File: config.mk
export PLATFORM = sky130hd
export DESIGN_NAME = tx_status_drain
export DESIGN_NICKNAME = d
export VERILOG_FILES = /design/src/rtl/tx_intf_pkg.sv /design/src/rtl/tx_status_unpack.sv /design/src/rtl/tx_status_drain.sv
export SDC_FILE = /design/constraint.sdc
export NUM_CORES = 1
export LEC_CHECK = 0
export CAP_MARGIN = 30
export CELL_PAD_IN_SITES_DETAIL_PLACEMENT = 1
export CELL_PAD_IN_SITES_GLOBAL_PLACEMENT = 1
export CORE_MARGIN = 5
export CORE_UTILIZATION = 39
export CTS_BUF_LIST = sky130_fd_sc_hd__clkbuf_4
export DETAILED_ROUTE_END_ITERATION = 8
export PLACE_DENSITY_LB_ADDON = 0.1
export REMOVE_ABC_BUFFERS = 1
export SETUP_SLACK_MARGIN = 0.3
export SLEW_MARGIN = 0
export SYNTH_ARGS = -nofsm -noshare
export SYNTH_HDL_FRONTEND = slang
export SYNTH_HIERARCHICAL = 1
export SYNTH_SLANG_ARGS = --single-unit
File: constraint.sdc
create_clock -name clk -period 2.5 [get_ports clk]
set_input_delay 0.625 -clock clk [delete_from_list [all_inputs] [get_ports clk]]
set_output_delay 0.625 -clock clk [all_outputs]
set_load 0.01 [all_outputs]
File: src/rtl/tx_intf_pkg.sv
// Shared definitions for the tx status FIFO bank: register addresses,
// the empty marker, word-field positions and the unpacked record type.
package tx_intf_pkg;

    // Core addresses of the four status words, popped in this order
    localparam logic [4:0]  TXST_ADDR_W1 = 5'h16;
    localparam logic [4:0]  TXST_ADDR_W2 = 5'h17;
    localparam logic [4:0]  TXST_ADDR_W3 = 5'h18;
    localparam logic [4:0]  TXST_ADDR_W4 = 5'h19;

    // Word 1 reads as all ones when the bank is empty; bit 4 of a real
    // word 1 is always 0, so the marker cannot collide with data.
    localparam logic [31:0] TXST_EMPTY   = 32'hFFFF_FFFF;

    // Word 1 field LSB positions
    localparam int W1_CW_LSB   = 28;
    localparam int W1_SLOT_LSB = 19;
    localparam int W1_PRIO_LSB = 17;
    localparam int W1_QIDX_LSB = 15;
    localparam int W1_BD_LSB   = 5;
    localparam int W1_RETX_LSB = 0;

    // Word 2 field LSB positions
    localparam int W2_SSN_LSB  = 6;
    localparam int W2_PKT_LSB  = 0;

    typedef struct packed {
        logic [3:0]  cw;
        logic [8:0]  num_slot;
        logic [1:0]  linux_prio;
        logic [1:0]  queue_idx;
        logic [5:0]  bd_idx;
        logic [3:0]  num_retrans;
        logic [11:0] ssn;
        logic [5:0]  pkt_cnt;
        logic [63:0] bitmap;
    } tx_status_rec_t;

    typedef enum logic [2:0] {
        ST_IDLE = 3'd0,
        ST_POLL = 3'd1,
        ST_RD1  = 3'd2,
        ST_RD2  = 3'd3,
        ST_RD3  = 3'd4,
        ST_RD4  = 3'd5,
        ST_OUT  = 3'd6,
        ST_GAP  = 3'd7
    } drain_state_t;

    // True for any of the four status-word addresses
    function automatic logic is_txst_addr(input logic [4:0] addr);
        return (addr >= TXST_ADDR_W1) && (addr <= TXST_ADDR_W4);
    endfunction

endpackage

File: src/rtl/tx_status_unpack.sv
// Combinational extraction of the typed status record from the four raw
// status words. Reserved bits are dropped without any consistency check.
module tx_status_unpack
    import tx_intf_pkg::*;
(
    input  logic [31:0]    w1,
    input  logic [31:0]    w2,
    input  logic [31:0]    w3,
    input  logic [31:0]    w4,
    output tx_status_rec_t rec
);

    // Reserved bits are intentionally unused
    logic unused_reserved;
    assign unused_reserved = ^{w1[14:11], w1[4], w2[31:18]};

    // Slice each field out of its word
    always_comb begin
        rec             = '0;
        rec.cw          = w1[W1_CW_LSB   +: 4];
        rec.num_slot    = w1[W1_SLOT_LSB +: 9];
        rec.linux_prio  = w1[W1_PRIO_LSB +: 2];
        rec.queue_idx   = w1[W1_QIDX_LSB +: 2];
        rec.bd_idx      = w1[W1_BD_LSB   +: 6];
        rec.num_retrans = w1[W1_RETX_LSB +: 4];
        rec.ssn         = w2[W2_SSN_LSB  +: 12];
        rec.pkt_cnt     = w2[W2_PKT_LSB  +: 6];
        rec.bitmap      = {w4, w3};
    end

endmodule

File: src/rtl/tx_status_drain.sv
// Hardware drain of the tx status FIFO bank. When enabled it polls word 1,
// pops the four status words through the shared rden/araddr strobes and
// offers the unpacked record on a valid/ready stream. When disabled the
// software strobes pass straight through.
//
// Record stream: rec_valid is asserted while a record is held. rec_valid
// and every rec_* field stay constant until a cycle with rec_valid = 1 and
// rec_ready = 1; that cycle is the transfer. rec_valid never depends
// combinationally on rec_ready.
module tx_status_drain
    import tx_intf_pkg::*;
#(
    parameter int GAP_CYCLES = 2,
    parameter int IRQ_THRESH = 4,
    parameter int CNT_W      = 16
) (
    input  logic             clk,
    input  logic             rstn,
    input  logic             enable,
    input  logic             sw_rden,
    input  logic [4:0]       sw_araddr,
    output logic             fifo_rden,
    output logic [4:0]       fifo_araddr,
    input  logic [31:0]      st_w1,
    input  logic [31:0]      st_w2,
    input  logic [31:0]      st_w3,
    input  logic [31:0]      st_w4,
    output logic             rec_valid,
    input  logic             rec_ready,
    output logic [3:0]       rec_cw,
    output logic [8:0]       rec_num_slot,
    output logic [1:0]       rec_linux_prio,
    output logic [1:0]       rec_queue_idx,
    output logic [5:0]       rec_bd_idx,
    output logic [3:0]       rec_num_retrans,
    output logic [11:0]      rec_ssn,
    output logic [5:0]       rec_pkt_cnt,
    output logic [63:0]      rec_bitmap,
    output logic             irq,
    output logic [CNT_W-1:0] rec_cnt,
    output logic [CNT_W-1:0] sw_drop_cnt,
    output logic [2:0]       dbg_state
);

    localparam int              GAP_W    = $clog2(GAP_CYCLES);
    localparam logic [GAP_W-1:0] GAP_LAST = GAP_W'(GAP_CYCLES - 1);
    localparam int              PEND_W   = $clog2(IRQ_THRESH + 2);

    drain_state_t     state_q, state_d;
    logic [GAP_W-1:0] gap_q;
    logic [31:0]      w1_q, w2_q, w3_q, w4_q;
    logic [PEND_W-1:0] pend_q;
    logic [8:0]       stall_q;
    logic [CNT_W-1:0] rec_cnt_q, drop_cnt_q;
    logic             fsm_rden;
    logic [4:0]       fsm_addr;
    logic             sw_hit;
    logic             handshake;
    tx_status_rec_t   rec;

    assign handshake = (state_q == ST_OUT) && rec_ready;
    assign sw_hit    = enable && sw_rden && is_txst_addr(sw_araddr);

    // Next-state and FSM-owned strobes
    always_comb begin
        state_d  = state_q;
        fsm_rden = 1'b0;
        fsm_addr = TXST_ADDR_W1;
        case (state_q)
            ST_IDLE: if (enable) state_d = ST_POLL;
            ST_POLL: begin
                if (!enable)                 state_d = ST_IDLE;
                else if (st_w1 != TXST_EMPTY) state_d = ST_RD1;
            end
            ST_RD1: begin
                fsm_rden = 1'b1;
                fsm_addr = TXST_ADDR_W1;
                state_d  = ST_RD2;
            end
            ST_RD2: begin
                fsm_rden = 1'b1;
                fsm_addr = TXST_ADDR_W2;
                state_d  = ST_RD3;
            end
            ST_RD3: begin
                fsm_rden = 1'b1;
                fsm_addr = TXST_ADDR_W3;
                state_d  = ST_RD4;
            end
            ST_RD4: begin
                fsm_rden = 1'b1;
                fsm_addr = TXST_ADDR_W4;
                state_d  = ST_OUT;
            end
            ST_OUT: if (rec_ready) state_d = ST_GAP;
            ST_GAP: begin
                if (!enable)               state_d = ST_IDLE;
                else if (gap_q == GAP_LAST) state_d = ST_POLL;
            end
            default: state_d = ST_IDLE;
        endcase
    end

    // Strobe mux: an in-flight FSM pop wins (even if enable has just
    // dropped, the record is finished); otherwise software passes through
    // unless it targets a status word while the block owns them. Nothing is
    // strobed while reset is held.
    always_comb begin
        fifo_rden   = 1'b0;
        fifo_araddr = 5'd0;
        if (!rstn) begin
            fifo_rden   = 1'b0;
            fifo_araddr = 5'd0;
        end else if (fsm_rden) begin
            fifo_rden   = 1'b1;
            fifo_araddr = fsm_addr;
        end else begin
            fifo_rden   = sw_rden && !(enable && is_txst_addr(sw_araddr));
            fifo_araddr = sw_araddr;
        end
    end

    // State register and GAP timer
    always_ff @(posedge clk or negedge rstn) begin
        if (!rstn) begin
            state_q <= ST_IDLE;
            gap_q   <= '0;
        end else begin
            state_q <= state_d;
            gap_q   <= (state_q == ST_GAP) ? gap_q + GAP_W'(1) : '0;
        end
    end

    // Capture each fwft word in the same cycle it is popped
    always_ff @(posedge clk or negedge rstn) begin
        if (!rstn) begin
            w1_q <= '0;
            w2_q <= '0;
            w3_q <= '0;
            w4_q <= '0;
        end else begin
            if (state_q == ST_RD1) w1_q <= st_w1;
            if (state_q == ST_RD2) w2_q <= st_w2;
            if (state_q == ST_RD3) w3_q <= st_w3;
            if (state_q == ST_RD4) w4_q <= st_w4;
        end
    end

    // Pending records and stall timer feeding the interrupt
    always_ff @(posedge clk or negedge rstn) begin
        if (!rstn) begin
            pend_q  <= '0;
            stall_q <= '0;
        end else begin
            if (state_q == ST_RD4)  pend_q <= pend_q + PEND_W'(1);
            else if (handshake)     pend_q <= pend_q - PEND_W'(1);
            if (state_q == ST_OUT && !rec_ready) begin
                if (!stall_q[8]) stall_q <= stall_q + 9'd1;
            end else begin
                stall_q <= '0;
            end
        end
    end

    // Statistics: delivered records wrap, blocked software reads saturate
    always_ff @(posedge clk or negedge rstn) begin
        if (!rstn) begin
            rec_cnt_q  <= '0;
            drop_cnt_q <= '0;
        end else begin
            if (handshake) rec_cnt_q <= rec_cnt_q + CNT_W'(1);
            if (sw_hit && (drop_cnt_q != {CNT_W{1'b1}}))
                drop_cnt_q <= drop_cnt_q + CNT_W'(1);
        end
    end

    tx_status_unpack u_unpack (
        .w1  (w1_q),
        .w2  (w2_q),
        .w3  (w3_q),
        .w4  (w4_q),
        .rec (rec)
    );

    assign rec_valid       = (state_q == ST_OUT);
    assign rec_cw          = rec.cw;
    assign rec_num_slot    = rec.num_slot;
    assign rec_linux_prio  = rec.linux_prio;
    assign rec_queue_idx   = rec.queue_idx;
    assign rec_bd_idx      = rec.bd_idx;
    assign rec_num_retrans = rec.num_retrans;
    assign rec_ssn         = rec.ssn;
    assign rec_pkt_cnt     = rec.pkt_cnt;
    assign rec_bitmap      = rec.bitmap;
    assign irq             = (pend_q >= PEND_W'(IRQ_THRESH)) || stall_q[8];
    assign rec_cnt         = rec_cnt_q;
    assign sw_drop_cnt     = drop_cnt_q;
    assign dbg_state       = state_q;

endmodule

==> metrics.sh, run 1 <==
FINAL_CELL_MIX='168 x sky130_fd_sc_hd__clkdlybuf4s50_1, 147 x sky130_fd_sc_hd__dfrtp_1, 106 x sky130_fd_sc_hd__mux2_2'
FINAL_CORE_DENSITY=0.573
FLOORPLAN.INITIALDENSITY=0.396
CLOCK_TREE.BUFFER_DEPTH=2
POST_SYNTHESIS_CELLS=583
IOS=290
IO_BUFFERS=275
SYN-MEAN-INSTANCE-AREA_UM2=12.8
TOTALWIRELENGTH_UM=21600
H-TREE-DEPTH=4
LAYOUT.NETS=970
REQUIRED_PS=1880
CLOCK_PIN_TRANSITION_ON_THE_WORST_SETUP_AND_HOLD_TIMING_PATHS_PS=150
DIE_FOOTPRINT_MM2=0.0219
POSTROUTEANTENNANETS=0
PLACE_CONGESTION=0.810
WORST_PATH_MOST_REPEATED_CELL='sky130_fd_sc_hd__buf_6'
FINALCRITPERIODSHARE=0.972
LAYOUT-DRIVE-GT1-SHARE=0.315
CTS_ROOT_BUF='sky130_fd_sc_hd__clkbuf_4'
DIE_WIDTH_UM=148
FIRST_GLOBAL_VIAS=5952
SETUP_REPAIR_AFTER_GLOBAL_ROUTING_MISSED_ITS_MARGIN='yes'
WORST_IR_DROP_VDD_V=0.000479
FIN_TOTAL_PWR_mW=11.3
CP_STARTPOINT_KIND='flip-flop'
MOST_COMMON_LIBRARY_CELL_IN_THE_LAYOUT_IGNORING_FILL_AND_TAPS='sky130_fd_sc_hd__clkdlybuf4s50_1'
YOSYSWARNINGS=6
TIMING.CRITICAL_PATH.SLOWEST_CELL_DELAY_PS=450
FP.DIEH_UM=148
WORST_PIN_SLEW_PS=830
DPL_CELL_AREA_MM2=0.00971
CTS_TREE='built'
INSERTION_DELAY_PS=550
ROUTED_VIA_DENSITY=4.86
CTS.SINKS=157
HOLD_PATH_CLASS='primary input to asynchronous set/reset pin'
CTS_INSERTED_BUFFERS=17
FLOORPLAN.ROWS=50
PIN_COUNT_OF_THE_BIGGEST_NET_ENTERING_GLOBAL_ROUTING=65
FIRSTDRTPASSITERS=4
CAP_VIOLATIONS=0
MAXIMUM_FANOUT_COUNT_ALONG_THE_CRITICAL_PATH=3
DRT-INITIAL-DRC-COUNT=146
NORMALIZED_MAX_SLEW_MARGIN=0.447
CRITPATHKIND='flip-flop to output port'
REPORT.FINAL.SETUP_VIOL=0
TNS_PS=0
TIMING.CRITICAL_PATH.TO_TYPE='output port'
WORST_PATH_MAX_DELAY_CELL='sky130_fd_sc_hd__dfrtp_2'
FINALHOLDWORSTSLACK_PS=181
AVGROUTEDWIREPERCELL_UM=20.1
FINAL.FILL_COUNT=1873
WORST_EP_ARRIVAL_TIME_PS=1800
TOTAL_TRACK_USAGE=0.193
STDCELL_AREA_MM2=0.0108
P_LEAK_nW=5.44
MAX_FREQ_MHz=412
DRC=0
COREAREA_MM2=0.0188
POWER_PER_CELL_AREA_mW_PER_MM2=1050
ROUTED_VIAS=5231
DRV_SLEW=0
TOTAL_GR_OVERFLOW=0
REPORT.FINAL.HOLD_VIOL_COUNT=0
CTS_HOLD_REPAIR.BUFFERS=0
ANTENNA_FOUND_INITIAL=1
WORSTPATHCELLLIST='buf_4, buf_6, maj3_2, and2_4, buf_6'
AREA_GROWTH_PCT=44.7
RUN_STATUS='finished, final reports clean'
TIMING.FINAL.CRIT_PERIOD_PS=2430
GRT_FIRST_PASS_WIRELENGTH_UM=33100
CELL_COUNT_OF_THE_WORST_REG_TO_REG_PATH=9
MAX_CLOCK_SKEW_PS=19.3
NETLIST_AREA_MM2=0.00744
DETAILED_PLACER_S_ENDING_HPWL_UM=15900
## critical path, delay by kind of cell, from the launching register on
family | cells | cell delay [ps]
simple gates | 1 | 140
flops | 1 | 450
fa+ha+maj | 1 | 290
buf+inv | 3 | 370
## report_power, final
part	switching (mW)	internal, mW
Combinational	2.37	3.39
Sequential	0.525	3.57
Clock	1.01	0.424
Total	3.90	7.38
## sequential cells by signal, indices dropped and copies added, names as in the netlist
name and count:
sw_drop_cnt 16, w1_q 27, gap_q 1, rec_cnt 16
pend_q 3, w4_q 32, dbg_state 3, w3_q 32
w2_q 18, stall_q 9
## per-stage QoR
step	std cells	worst slack, ps
floorplan	452	-109
global route	1076	-34.4
detailed placement	980	-447
CTS	1048	77.0
finish	1076	70.0
global placement	980	-389
## layer usage
layer,vias up,track usage,share of wire
met5,-,0,0
met4,0,0.0508,0.020
met3,29,0.0881,0.088
met2,169,0.346,0.54
met1,2633,0.207,0.35
li1,2400,-,-
## what timing repair did
item,in CTS,in global routing
resized for setup,73,110
setup buffers,36,26
endpoints found under the setup margin,46,97
cloned,0,1
pin swaps,5,10
## final timing paths
| check | start | endpoint | slack (ps) |
|---|---|---|---|
| max in group asynchronous | rstn | stall_q[8]$_DFF_PN0_ | 930 |
| worst max register to register | dbg_state[2]$_DFFE_PN0P_ | pend_q[1]$_DFFE_PN0P_ | 360 |
| worst min register to register | w3_q[8]$_DFFE_PN0N_ | w3_q[8]$_DFFE_PN0N_ | 510 |
| worst min-delay path | rstn | w1_q[10]$_DFFE_PN0P_ | 180 |
| min in group clk | w3_q[8]$_DFFE_PN0N_ | w3_q[8]$_DFFE_PN0N_ | 510 |
| worst max-delay path | dbg_state[2]$_DFFE_PN0P_ | fifo_araddr[3] | 70 |
## final cells by class
| type | instances | area (um^2) | area share |
|---|---|---|---|
| clock inverters | 15 | 126 | 0.0117 |
| repair buffers | 356 | 3600 | 0.335 |
| flip-flops and latches | 157 | 3940 | 0.366 |
| well taps | 234 | 293 | 0.0272 |
| multi-input cells | 292 | 2650 | 0.247 |
| inverters | 4 | 15.0 | 0.00140 |
| clock buffers | 17 | 128 | 0.0119 |
| diodes | 1 | 2.50 | 0.000233 |
Note: power is estimated with default switching activity, not from simulation.
==> run 2, diff against run 1 <==
CTS_CLUSTER_DIAMETER = 40   (was unset)
==> results of run 2 <==
The final DEF is identical to that of run 1; final timing and power are the same.
